<file path="src/rtl/ap_ctrl_pkg.sv">
// ap_ctrl_pkg
// Shared types for the ap_ctrl driver: the controller state encoding, the
// error code reported on err_code, and the default counter width.
package ap_ctrl_pkg;

    localparam int DEFAULT_CNT_W = 32;

    typedef enum logic [2:0] {
        ST_IDLE   = 3'd0,
        ST_RUN    = 3'd1,
        ST_DRAIN  = 3'd2,
        ST_FINISH = 3'd3,
        ST_ERROR  = 3'd4
    } state_t;

    typedef enum logic [1:0] {
        ERR_NONE     = 2'd0,
        ERR_TIMEOUT  = 2'd1,
        ERR_SPURIOUS = 2'd2
    } err_code_t;

endpackage

</file>
<file path="src/rtl/ap_ctrl_watchdog.sv">
// ap_ctrl_watchdog
// Counts consecutive enabled cycles in which no handshake event occurred.
// expired is raised during the TIMEOUT-th such cycle, so the owner can
// leave its active state on that same clock edge.
// Ports:
//   clock   rising-edge clock
//   reset   synchronous, active-high reset
//   enable  count only while high (controller is in RUN or DRAIN)
//   kick    a handshake event this cycle; restarts the idle count
//   expired TIMEOUT idle cycles have elapsed
module ap_ctrl_watchdog #(
    parameter int TIMEOUT = 100000
) (
    input  logic clock,
    input  logic reset,
    input  logic enable,
    input  logic kick,
    output logic expired
);

    localparam int WD_W = (TIMEOUT > 1) ? $clog2(TIMEOUT) : 1;
    localparam logic [WD_W-1:0] LAST = WD_W'(TIMEOUT - 1);

    logic [WD_W-1:0] idle_cnt;

    // Idle counter; it stops at LAST so it can never wrap back to zero
    // while the controller is still deciding to leave.
    always_ff @(posedge clock) begin
        if (reset || !enable || kick) begin
            idle_cnt <= '0;
        end else if (idle_cnt != LAST) begin
            idle_cnt <= idle_cnt + WD_W'(1);
        end
    end

    assign expired = enable && !kick && (idle_cnt == LAST);

endmodule

</file>
<file path="src/rtl/ap_ctrl_driver.sv">
// ap_ctrl_driver
// Drives a block-level ap_ctrl handshake for a requested number of
// transactions, counts accepted starts and retired dones, measures the run
// length and flags timeouts and spurious dones.
// Ports:
//   clock, reset          rising-edge clock, synchronous active-high reset
//   go                    level-sampled request to begin a run
//   num_trans             transaction count, latched when a run is accepted
//   cont_hold             holds ap_continue low (backpressure)
//   ap_ready, ap_done     handshake inputs from the driven block
//   ap_start, ap_continue handshake outputs to the driven block
//   finish, err, err_code run complete / aborted, error flag and reason
//   issued_cnt, done_cnt, cycle_cnt  starts, dones, run length in cycles
module ap_ctrl_driver
    import ap_ctrl_pkg::*;
#(
    parameter int CNT_W   = DEFAULT_CNT_W,
    parameter int TIMEOUT = 100000
) (
    input  logic             clock,
    input  logic             reset,
    input  logic             go,
    input  logic [CNT_W-1:0] num_trans,
    input  logic             cont_hold,
    input  logic             ap_ready,
    input  logic             ap_done,
    output logic             ap_start,
    output logic             ap_continue,
    output logic             finish,
    output logic             err,
    output logic [1:0]       err_code,
    output logic [CNT_W-1:0] issued_cnt,
    output logic [CNT_W-1:0] done_cnt,
    output logic [CNT_W-1:0] cycle_cnt
);

    localparam logic [CNT_W-1:0] ONE = CNT_W'(1);

    state_t           state, state_next;
    err_code_t        err_q, code_next;
    logic [CNT_W-1:0] target, target_next;
    logic [CNT_W-1:0] issued_next, done_next, cycle_next;
    logic             start_next, cont_next, finish_next, err_next;
    logic             start_acc, done_ret, active, wd_expired;

    assign start_acc = ap_start && ap_ready;
    assign done_ret  = ap_done && ap_continue;
    assign active    = (state == ST_RUN) || (state == ST_DRAIN);
    assign err_code  = err_q;

    ap_ctrl_watchdog #(
        .TIMEOUT (TIMEOUT)
    ) u_watchdog (
        .clock   (clock),
        .reset   (reset),
        .enable  (active),
        .kick    (start_acc || done_ret),
        .expired (wd_expired)
    );

    // Next-state and next-counter logic. A done retired while every issued
    // start has already been matched (counts from before this cycle) is a
    // protocol violation and takes priority over normal counting.
    always_comb begin
        state_next  = state;
        target_next = target;
        issued_next = issued_cnt;
        done_next   = done_cnt;
        cycle_next  = cycle_cnt;
        code_next   = err_q;
        case (state)
            ST_IDLE, ST_FINISH: begin
                if (go) begin
                    issued_next = '0;
                    done_next   = '0;
                    cycle_next  = '0;
                    code_next   = ERR_NONE;
                    if (num_trans != '0) begin
                        target_next = num_trans;
                        state_next  = ST_RUN;
                    end else begin
                        state_next  = ST_FINISH;
                    end
                end
            end
            ST_RUN, ST_DRAIN: begin
                if (cycle_cnt != '1) begin
                    cycle_next = cycle_cnt + ONE;
                end
                if (done_ret && (done_cnt == issued_cnt)) begin
                    state_next = ST_ERROR;
                    code_next  = ERR_SPURIOUS;
                end else if (wd_expired) begin
                    state_next = ST_ERROR;
                    code_next  = ERR_TIMEOUT;
                end else begin
                    if (start_acc) begin
                        issued_next = issued_cnt + ONE;
                    end
                    if (done_ret) begin
                        done_next = done_cnt + ONE;
                    end
                    if ((state == ST_RUN) && start_acc &&
                        ((issued_cnt + ONE) == target)) begin
                        state_next = ST_DRAIN;
                    end
                    if ((state == ST_DRAIN) && done_ret &&
                        ((done_cnt + ONE) == target)) begin
                        state_next = ST_FINISH;
                    end
                end
            end
            ST_ERROR: begin
                state_next = ST_ERROR;
            end
            default: begin
                state_next = ST_IDLE;
            end
        endcase
    end

    // Outputs are decoded from the next state so they are registered yet
    // line up with the state they describe.
    always_comb begin
        start_next  = (state_next == ST_RUN);
        cont_next   = ((state_next == ST_RUN) || (state_next == ST_DRAIN)) && !cont_hold;
        finish_next = (state_next == ST_FINISH) || (state_next == ST_ERROR);
        err_next    = (state_next == ST_ERROR);
    end

    always_ff @(posedge clock) begin
        if (reset) begin
            state       <= ST_IDLE;
            target      <= '0;
            issued_cnt  <= '0;
            done_cnt    <= '0;
            cycle_cnt   <= '0;
            err_q       <= ERR_NONE;
            ap_start    <= 1'b0;
            ap_continue <= 1'b0;
            finish      <= 1'b0;
            err         <= 1'b0;
        end else begin
            state       <= state_next;
            target      <= target_next;
            issued_cnt  <= issued_next;
            done_cnt    <= done_next;
            cycle_cnt   <= cycle_next;
            err_q       <= code_next;
            ap_start    <= start_next;
            ap_continue <= cont_next;
            finish      <= finish_next;
            err         <= err_next;
        end
    end

endmodule

</file>
<file path="config.mk">
export PLATFORM = sky130hd
export DESIGN_NAME = ap_ctrl_driver
export DESIGN_NICKNAME = d
export VERILOG_FILES = /design/src/rtl/ap_ctrl_pkg.sv /design/src/rtl/ap_ctrl_watchdog.sv /design/src/rtl/ap_ctrl_driver.sv
export SDC_FILE = /design/constraint.sdc
export NUM_CORES = 1
export LEC_CHECK = 0
export BUFFER_PORTS_ARGS = -buffer_cell sky130_fd_sc_hd__buf_2
export CAP_MARGIN = 20
export CORE_ASPECT_RATIO = 0.6
export CORE_MARGIN = 3
export CORE_UTILIZATION = 42
export CTS_CLUSTER_DIAMETER = 100
export DETAILED_ROUTE_END_ITERATION = 8
export PLACE_DENSITY_LB_ADDON = 0.08
export SLEW_MARGIN = 30
export SYNTH_ARGS = -nofsm -noshare
export SYNTH_HDL_FRONTEND = slang
export SYNTH_SLANG_ARGS = --single-unit
</file>
<file path="constraint.sdc">
create_clock -name clock -period 3.6 [get_ports clock]
set_clock_uncertainty 0.05 [all_clocks]
set_input_delay 0.9 -clock clock [delete_from_list [all_inputs] [get_ports clock]]
set_output_delay 0.9 -clock clock [all_outputs]
set_load 0.01 [all_outputs]
</file>
* Yosys cells after proc, flatten, opt, wreduce, memory -nomap -nowiden
Cells that the tools add are included.
W data, S select, Z words.
** Word-level totals
- Input port bits :: 38
- Word-level logic and storage cells :: 87
- Flip-flop bits (word level) :: 154
- Output and inout bits :: 102
** Cells by class
- Equal/unequal tests :: 21
- Add/subtract/negate cells :: 4
- Reductions and logical operators :: 29
- Multiplexer cells :: 22
** Operators by type and width (count)
- $mux W32 :: 8
- $pmux W32 S2 :: 3
- $add A32 B1 Y32 const B :: 3
- $eq A32 B32 Y1 :: 3
- $ne A32 B32 Y1 const B :: 1
- $reduce_bool A32 Y1 :: 1
- $add A17 B1 Y17 const B :: 1
- $eq A17 B17 Y1 const B :: 1
- $ne A17 B17 Y1 const B :: 1
- $mux W3 :: 5
- $eq A3 B2 Y1 const B :: 4
- $ne A2 B2 Y1 const B :: 6
- $logic_and A1 B1 Y1 :: 10
- $reduce_and A5 Y1 :: 2
- $pmux W3 S3 :: 1
- $reduce_and A3 Y1 :: 3
- $mux W2 :: 4
- $eq A3 B1 Y1 const B :: 2
- $eq A3 B3 Y1 const B :: 2
- $logic_or A1 B1 Y1 :: 6
- $pmux W2 S2 :: 1
- $reduce_or A2 Y1 :: 2
- $logic_not A1 Y1 :: 3
- $logic_not A3 Y1 :: 1
- other kinds (2) :: 2

* Depth between registers and ports, before layout
- Word-level depth :: 11
- Mapped depth :: 12
- Depth with buffers taken out :: 10

* Modules after synthesis
From an unflattened synthesis, not the netlist that was laid out.
** Unflattened totals
- Cell total of the unflattened synthesis :: 1239
- Area total of the unflattened synthesis :: 9699.3 um^2
** Modules (own cells, without submodules)
- ap_ctrl_driver :: sequential area each 2742.6 um^2, cells each 1140, area an instance 8833.5 um^2, instances 1
- ap_ctrl_watchdog :: sequential area each 340.3 um^2, cells each 99, area an instance 865.8 um^2, instances 1

* Worst setup path before layout
OpenSTA, ideal clock, no wires.
- Path kind :: reg-to-reg
- Start point :: reg issued_cnt[0]
- End point :: reg finish
- Buffers on the path :: 1
- Arrival :: 3.037 ns
- Stages on the path, launching flop included :: 12
- Setup time :: 0.084 ns
- Clock period less this slack :: 3.171 ns
- Slack :: 0.429 ns
- Required time :: 3.466 ns
- Cell sequence :: dfxtp_1 ha_1 nand4_2 or4_4 buf_6 nor3_4 and3b_1 a2111o_1 nor4_2 a41o_1 a22oi_2 o31ai_2
** On the way
- Word-level cells in the longest chain between the ends :: 10
- Elaborated cells on any way between the ends :: 13
- Those cells by class :: add/sub (1); eq/ne (4); mux (5); reduce/logical (3)
** Ends and longest elaborated chain
- from (decl) :: RTL line ap_ctrl_driver.sv:32 : output logic [CNT_W-1:0] issued_cnt,
- from (signal assigned) :: RTL line ap_ctrl_driver.sv:146 : issued_cnt <= issued_next;
- $add A32 B1 Y32 :: RTL line ap_ctrl_driver.sv:104 : ((issued_cnt + ONE) == target)) begin
- $eq A32 B32 Y1 :: RTL line ap_ctrl_driver.sv:104
- $logic_and A1 B1 Y1 :: RTL line ap_ctrl_driver.sv:103 : if ((state == ST_RUN) && start_acc &&
- $mux W3 :: RTL line ap_ctrl_driver.sv:103
- $mux W3 :: RTL line ap_ctrl_driver.sv:107 : if ((state == ST_DRAIN) && done_ret &&
- $mux W3 :: RTL line ap_ctrl_driver.sv:93 : end else if (wd_expired) begin
- $mux W3 * :: RTL line ap_ctrl_driver.sv:90 : if (done_ret && (done_cnt == issued_cnt)) begin
- $pmux W3 S3 * :: RTL line ap_ctrl_driver.sv:71 : case (state)
- $eq A3 B2 Y1 / $eq A3 B3 Y1 (equally long branches) :: RTL line ap_ctrl_driver.sv:127 : finish_next = (state_next == ST_FINISH) || (state_next == ST_ERROR);
- $logic_or A1 B1 Y1 * :: RTL line ap_ctrl_driver.sv:127
- to (signal assigned) :: RTL line ap_ctrl_driver.sv:152 : finish <= finish_next;
- to (decl) :: RTL line ap_ctrl_driver.sv:29 : output logic finish,
Mark *: on every way between the ends. The rest lies on a longest branch, timed or not.
A chain may end at the register's enable or synchronous reset.

* Worst setup path in the final report
- Start point :: reg done_cnt[3]
- End point :: reg ap_start
** On the way
- Word-level cells in the longest chain between the ends :: 8
- Elaborated cells on any way between the ends :: 10
- Those cells by class :: add/sub (1); eq/ne (3); mux (4); reduce/logical (2)
** Ends and longest elaborated chain
- from (decl) :: RTL line ap_ctrl_driver.sv:33 : output logic [CNT_W-1:0] done_cnt,
- from (signal assigned) :: RTL line ap_ctrl_driver.sv:147 : done_cnt <= done_next;
- $add A32 B1 Y32 :: RTL line ap_ctrl_driver.sv:108 : ((done_cnt + ONE) == target)) begin
- $eq A32 B32 Y1 :: RTL line ap_ctrl_driver.sv:108
- $logic_and A1 B1 Y1 :: RTL line ap_ctrl_driver.sv:107
- $mux W3 :: RTL line ap_ctrl_driver.sv:107
- $mux W3 :: RTL line ap_ctrl_driver.sv:93
- $mux W3 * :: RTL line ap_ctrl_driver.sv:90
- $pmux W3 S3 * :: RTL line ap_ctrl_driver.sv:71
- $eq A3 B1 Y1 * :: RTL line ap_ctrl_driver.sv:125 : start_next = (state_next == ST_RUN);
- to (signal assigned) :: RTL line ap_ctrl_driver.sv:150 : ap_start <= start_next;
- to (decl) :: RTL line ap_ctrl_driver.sv:27 : output logic ap_start,
Marks and branches as above.

==> results by stage <==
Outcome:
- The run finished with clean final reports.

Cells and area:
- In the layout the commonest cells are 169 x sky130_fd_sc_hd__nor2_1, 154 x sky130_fd_sc_hd__dfxtp_1, 138 x sky130_fd_sc_hd__buf_2.
- In the final layout, the multi-input gates occupy 0.00616 mm².
- In the final layout, flip-flops and latches occupy 0.00308 mm².
- Fill cells in the final layout number 2268.
- In the final layout, the share of cells above drive strength 1 is 17.9%.
- The most common library cell in the layout ignoring fill and taps is sky130_fd_sc_hd__nor2_1.
- The number of antenna diodes in the final layout is 0.
- The layout overhead on the synthesized area is 17.7%.
- The total number of nets in the final design is 1420.
- Once layout is complete, the cells apart from fillers number 1699.
- The finished cells cover 0.0114 mm².
- The final core area utilization is 51.1%.

Global routing:
- The global-route wire length before repair is 53.6 mm.
- The number of global-route vias before repair is 8786.
- The largest net degree at the start of global routing is 66.
- The number of antenna violations at the first check in global routing is 1.
- The overall fraction of global-route tracks in use is 27.6%.
- The overall overflow remaining after global route is 0.

Power:
- Sequential cells burn 44.2% of the power.
- Of the total power, the share spent switching nets is 28.3%.
- The design draws 4.10 mW.
- Cell internal power was estimated by the tool at 2.94 mW.
- For this design the ratio of total power to cell area is 358 mW/mm².
- The worst-case IR drop observed on VDD is 0.307 mV.
- Combinational logic is responsible for 13.0% of the overall power.
- Of the total power, the clock network draws 42.7%.
- For this design the total switching power over the nets is 1.16 mW.
- The leakage power is 4.34 nW.

Critical path:
- Data on the critical path is required at its endpoint by 3.91 ns.
- The highest-delay cell along the critical path is sky130_fd_sc_hd__or4_1.
- The buffer and inverter count on the worst path is 0.
- The top fanout value on the critical path is 12.
- The critical path endpoint category is a flop.
- The critical path goes through nand3_1 -> or4_1 -> nor3_1 -> xnor2_1 -> o2111ai_1 -> nor4_1 -> a31oi_1 -> a21boi_2 -> nor3b_1.
- The worst-case register-to-register setup slack is 0.18 ns.
- For the worst flop-to-flop path, the logic depth is 9.
- The worst flop-to-flop path endpoint is ap_start.
- The classification of the worst setup path is flop to flop.
- In this design, the stage delay of the slowest critical-path cell is 0.73 ns.
- The kind of launch point of the worst setup path is a flop.
- The cell family with the largest share of critical-path delay is simple AND/OR/NAND/NOR gates.
- The worst register-to-register path begins at done_cnt[3].
- The data arrival at the endpoint of the critical path is 3.73 ns.

Clock network:
- The clock root buffer master is sky130_fd_sc_hd__clkbuf_16.
- Clock tree synthesis found a total of 154 sinks.
- The clock transition at the registers of the reported paths is 0.07 ns.
- In this run the post-CTS setup repair buffer count came out at 0.
- The clock tree from TritonCTS is done.
- The clock latency reported for the late side of the worst-skew pair is 0.45 ns.
- Counting along the longest clock path gives a buffer depth of 2.
- The number of clock buffers inserted by TritonCTS is 17.
- In this run the number of H-tree levels came out at 4.

Worst hold path:
- The classification of the worst-slack hold path is flop to flop.
- The startpoint of the tightest hold check path is cycle_cnt[23].
- The endpoint with the worst hold slack is cycle_cnt[23].
- Along the worst hold path, the cell count comes to 2.

Die:
- The floorplan step defined a core boundary enclosing 0.0224 mm².
- The die covers 0.0251 mm².
- 140 I/O pins were placed.
- The initial cell density of the core is 43.4%.
- In this run the horizontal extent of the chip is 202 µm.
- The number of placement rows is 42.
- The die is 124 µm tall.

STA:
- Adding up every negative setup slack in the final design gives 0 ns.
- At the pin with the least slew margin, the transition time is 0.762 ns.
- The worst path in the final design needs a cycle of 3.42 ns, including I/O delays and setup.
- Setup violations remaining at the end of the flow were counted as 0.
- Across all hold checks on the routed design, the worst slack comes to 0.450 ns.
- The final worst-path setup slack is 0.181 ns.
- The worst max-slew margin expressed relative to the limit is 48.7%.
- In the finished design, the share of the clock period the worst path needs comes to 95.0%.
- The number of hold violations in the final report was 0.
- Setup repair after global routing left no endpoint under its margin.
- The highest attainable clock frequency is 293 MHz.
- The max-slew violation total from the final report is 0.

Synthesis:
- During synthesis, Yosys emitted a total of 0 warnings.
- The proportion of synthesized flip-flops having asynchronous set or reset is 0%.
- The count of mapped cells out of synthesis is 1268.
- The share of synthesized area in the top cell type comes to 31.7%.
- Yosys attributes the largest share of cell area to sky130_fd_sc_hd__dfxtp_1 32%, sky130_fd_sc_hd__xnor2_1 8.8%, sky130_fd_sc_hd__nor2_1 6.5%, sky130_fd_sc_hd__a21oi_1 5.2%, sky130_fd_sc_hd__xor2_1 4.8%.
- After synthesis the cells add up to 0.00972 mm².
- A synthesized cell averages 7.67 µm².
- The number of synthesized flops with an enable pin is 0.
- The synthesized netlist net count is 1310.
- The most area-hungry cell type in the Yosys netlist is sky130_fd_sc_hd__dfxtp_1.
- The commonest register cell after synthesis is sky130_fd_sc_hd__dfxtp_1.
- The synthesized flop and latch total is 154.
- The part of the Yosys area used for sequential elements is 31.7%.
- The number of library cell types mapped by synthesis is 72.

Placed design:
- The total instance count after detailed placement is 1667.
- The post-placement setup slack is -0.000784 ns.
- During placement, the flow inserted port buffers numbering 139.
- Summed over all nets, the half-perimeter wirelength after detailed placement is 26.4 mm.
- The post-placement cell area is 0.0109 mm².
- At the end of routability-driven placement, the weighted congestion stood at 0.965.

Route:
- The first detailed-routing pass took 5 iterations.
- The total number of vias is 9878.
- The starting DRC count in detailed routing is 1009.
- After detailed routing, the number of vias per cell comes to 5.81.
- The post-detailed-routing wire length is 34.7 mm.
- The per-cell routed wire length is 20.4 µm.
- The post-route DRC violation count is 0.
- In this run the remaining antenna-violating nets after routing total 0.

Run:
- The reported max-cap violation count is 0.
## layer usage
metal	vias up	track usage (%)	wire length (µm)
met4	2	5.49	300
li1	4765	-	-
met3	24	8.15	3880
met1	4626	44.4	17600
met2	461	35.0	12900
met5	-	0	11
## logic make-up (layout without fill, tap and decap cells)
group                    after synthesis  in the layout  share of synthesized area, %
AND/OR/NAND/NOR                      548            548                          29.8
buffers and inverters                122            245                          5.08
XOR/XNOR                             151            151                          13.6
adder cells (fa/ha/maj)                4              4                         0.515
flip-flops                           154            154                          31.7
AO/OA/AOI/OAI                        252            252                          15.4
multiplexers                          37             37                          3.81
## repair_timing
action,CTS,global route
resized for setup,0,2
setup endpoints to repair,0,3
hold buffers,0,0
## cell usage after synthesis (5+ instances only)
| master | instances |
|---|---|
| sky130_fd_sc_hd__nor4_1 | 31 |
| sky130_fd_sc_hd__dfxtp_1 | 154 |
| sky130_fd_sc_hd__nand2_1 | 67 |
| sky130_fd_sc_hd__a21o_1 | 11 |
| sky130_fd_sc_hd__o211ai_1 | 5 |
| sky130_fd_sc_hd__and4_1 | 13 |
| sky130_fd_sc_hd__xnor2_1 | 98 |
| sky130_fd_sc_hd__mux2i_1 | 37 |
| sky130_fd_sc_hd__or3_1 | 33 |
| sky130_fd_sc_hd__buf_2 | 19 |
| sky130_fd_sc_hd__nand3b_1 | 18 |
| sky130_fd_sc_hd__inv_1 | 16 |
| sky130_fd_sc_hd__and2_1 | 10 |
| sky130_fd_sc_hd__nor2b_1 | 7 |
| sky130_fd_sc_hd__xor2_1 | 53 |
| sky130_fd_sc_hd__o2111ai_1 | 5 |
| sky130_fd_sc_hd__or4_1 | 16 |
| sky130_fd_sc_hd__nand4_1 | 49 |
| sky130_fd_sc_hd__clkbuf_1 | 83 |
| sky130_fd_sc_hd__o31ai_1 | 5 |
| sky130_fd_sc_hd__a211oi_1 | 13 |
| sky130_fd_sc_hd__o21ai_0 | 70 |
| sky130_fd_sc_hd__and3_1 | 12 |
| sky130_fd_sc_hd__nor2_1 | 169 |
| sky130_fd_sc_hd__a21oi_1 | 101 |
| sky130_fd_sc_hd__nand2b_1 | 12 |
| sky130_fd_sc_hd__nor3_1 | 34 |
| sky130_fd_sc_hd__a31oi_1 | 8 |
| sky130_fd_sc_hd__nand3_1 | 51 |
## worst max-delay path by stage
stage / startpoint / to / slack (ns) / depth (start not counted)
after global placement: num_trans[16] / target[21] / -0.07 / 8
after floorplan: issued_cnt[0] / finish / 0.43 / 11
after CTS: issued_cnt[1] / finish / 0.19 / 10
final: done_cnt[3] / ap_start / 0.18 / 9
after detailed placement: num_trans[16] / target[25] / -0.0008 / 8
after global routing: issued_cnt[1] / finish / 0.008 / 10
## worst min-delay path: cells and delay by family, from the launching register on
kind | cells | cell delay (ns)
AO/OA/AOI/OAI | 2 | 0.13
flip-flops | 1 | 0.32
## final cells by class
class                      count  area share (%)
clock buffer                  21            4.03
clock inverter                11           0.831
inverter                      16           0.525
multi-input combinational    992            53.8
sequential                   154            27.0
tap                          308            3.37
timing repair buffer         197            10.5
## state kept, by name (all words and copies together) (netlist names)
name	cells
finish	1
issued_cnt	32
done_cnt	32
state	3
err	1
cycle_cnt	32
ap_continue	1
u_watchdog.idle_cnt	17
target	32
err_code	2
ap_start	1
## power groups by stage
| stage | Combinational [mW] | Clock (mW) | Sequential (mW) |
|---|---|---|---|
| finish | 0.534 | 1.75 | 1.81 |
| CTS | 0.523 | 1.79 | 1.81 |
| detailed placement | 0.519 | 0 | 1.85 |
| global placement | 0.516 | 0 | 1.85 |
| floorplan | 0.356 | 0 | 1.82 |
| global route | 0.579 | 1.86 | 1.82 |
(Power assumes the default switching activity.)
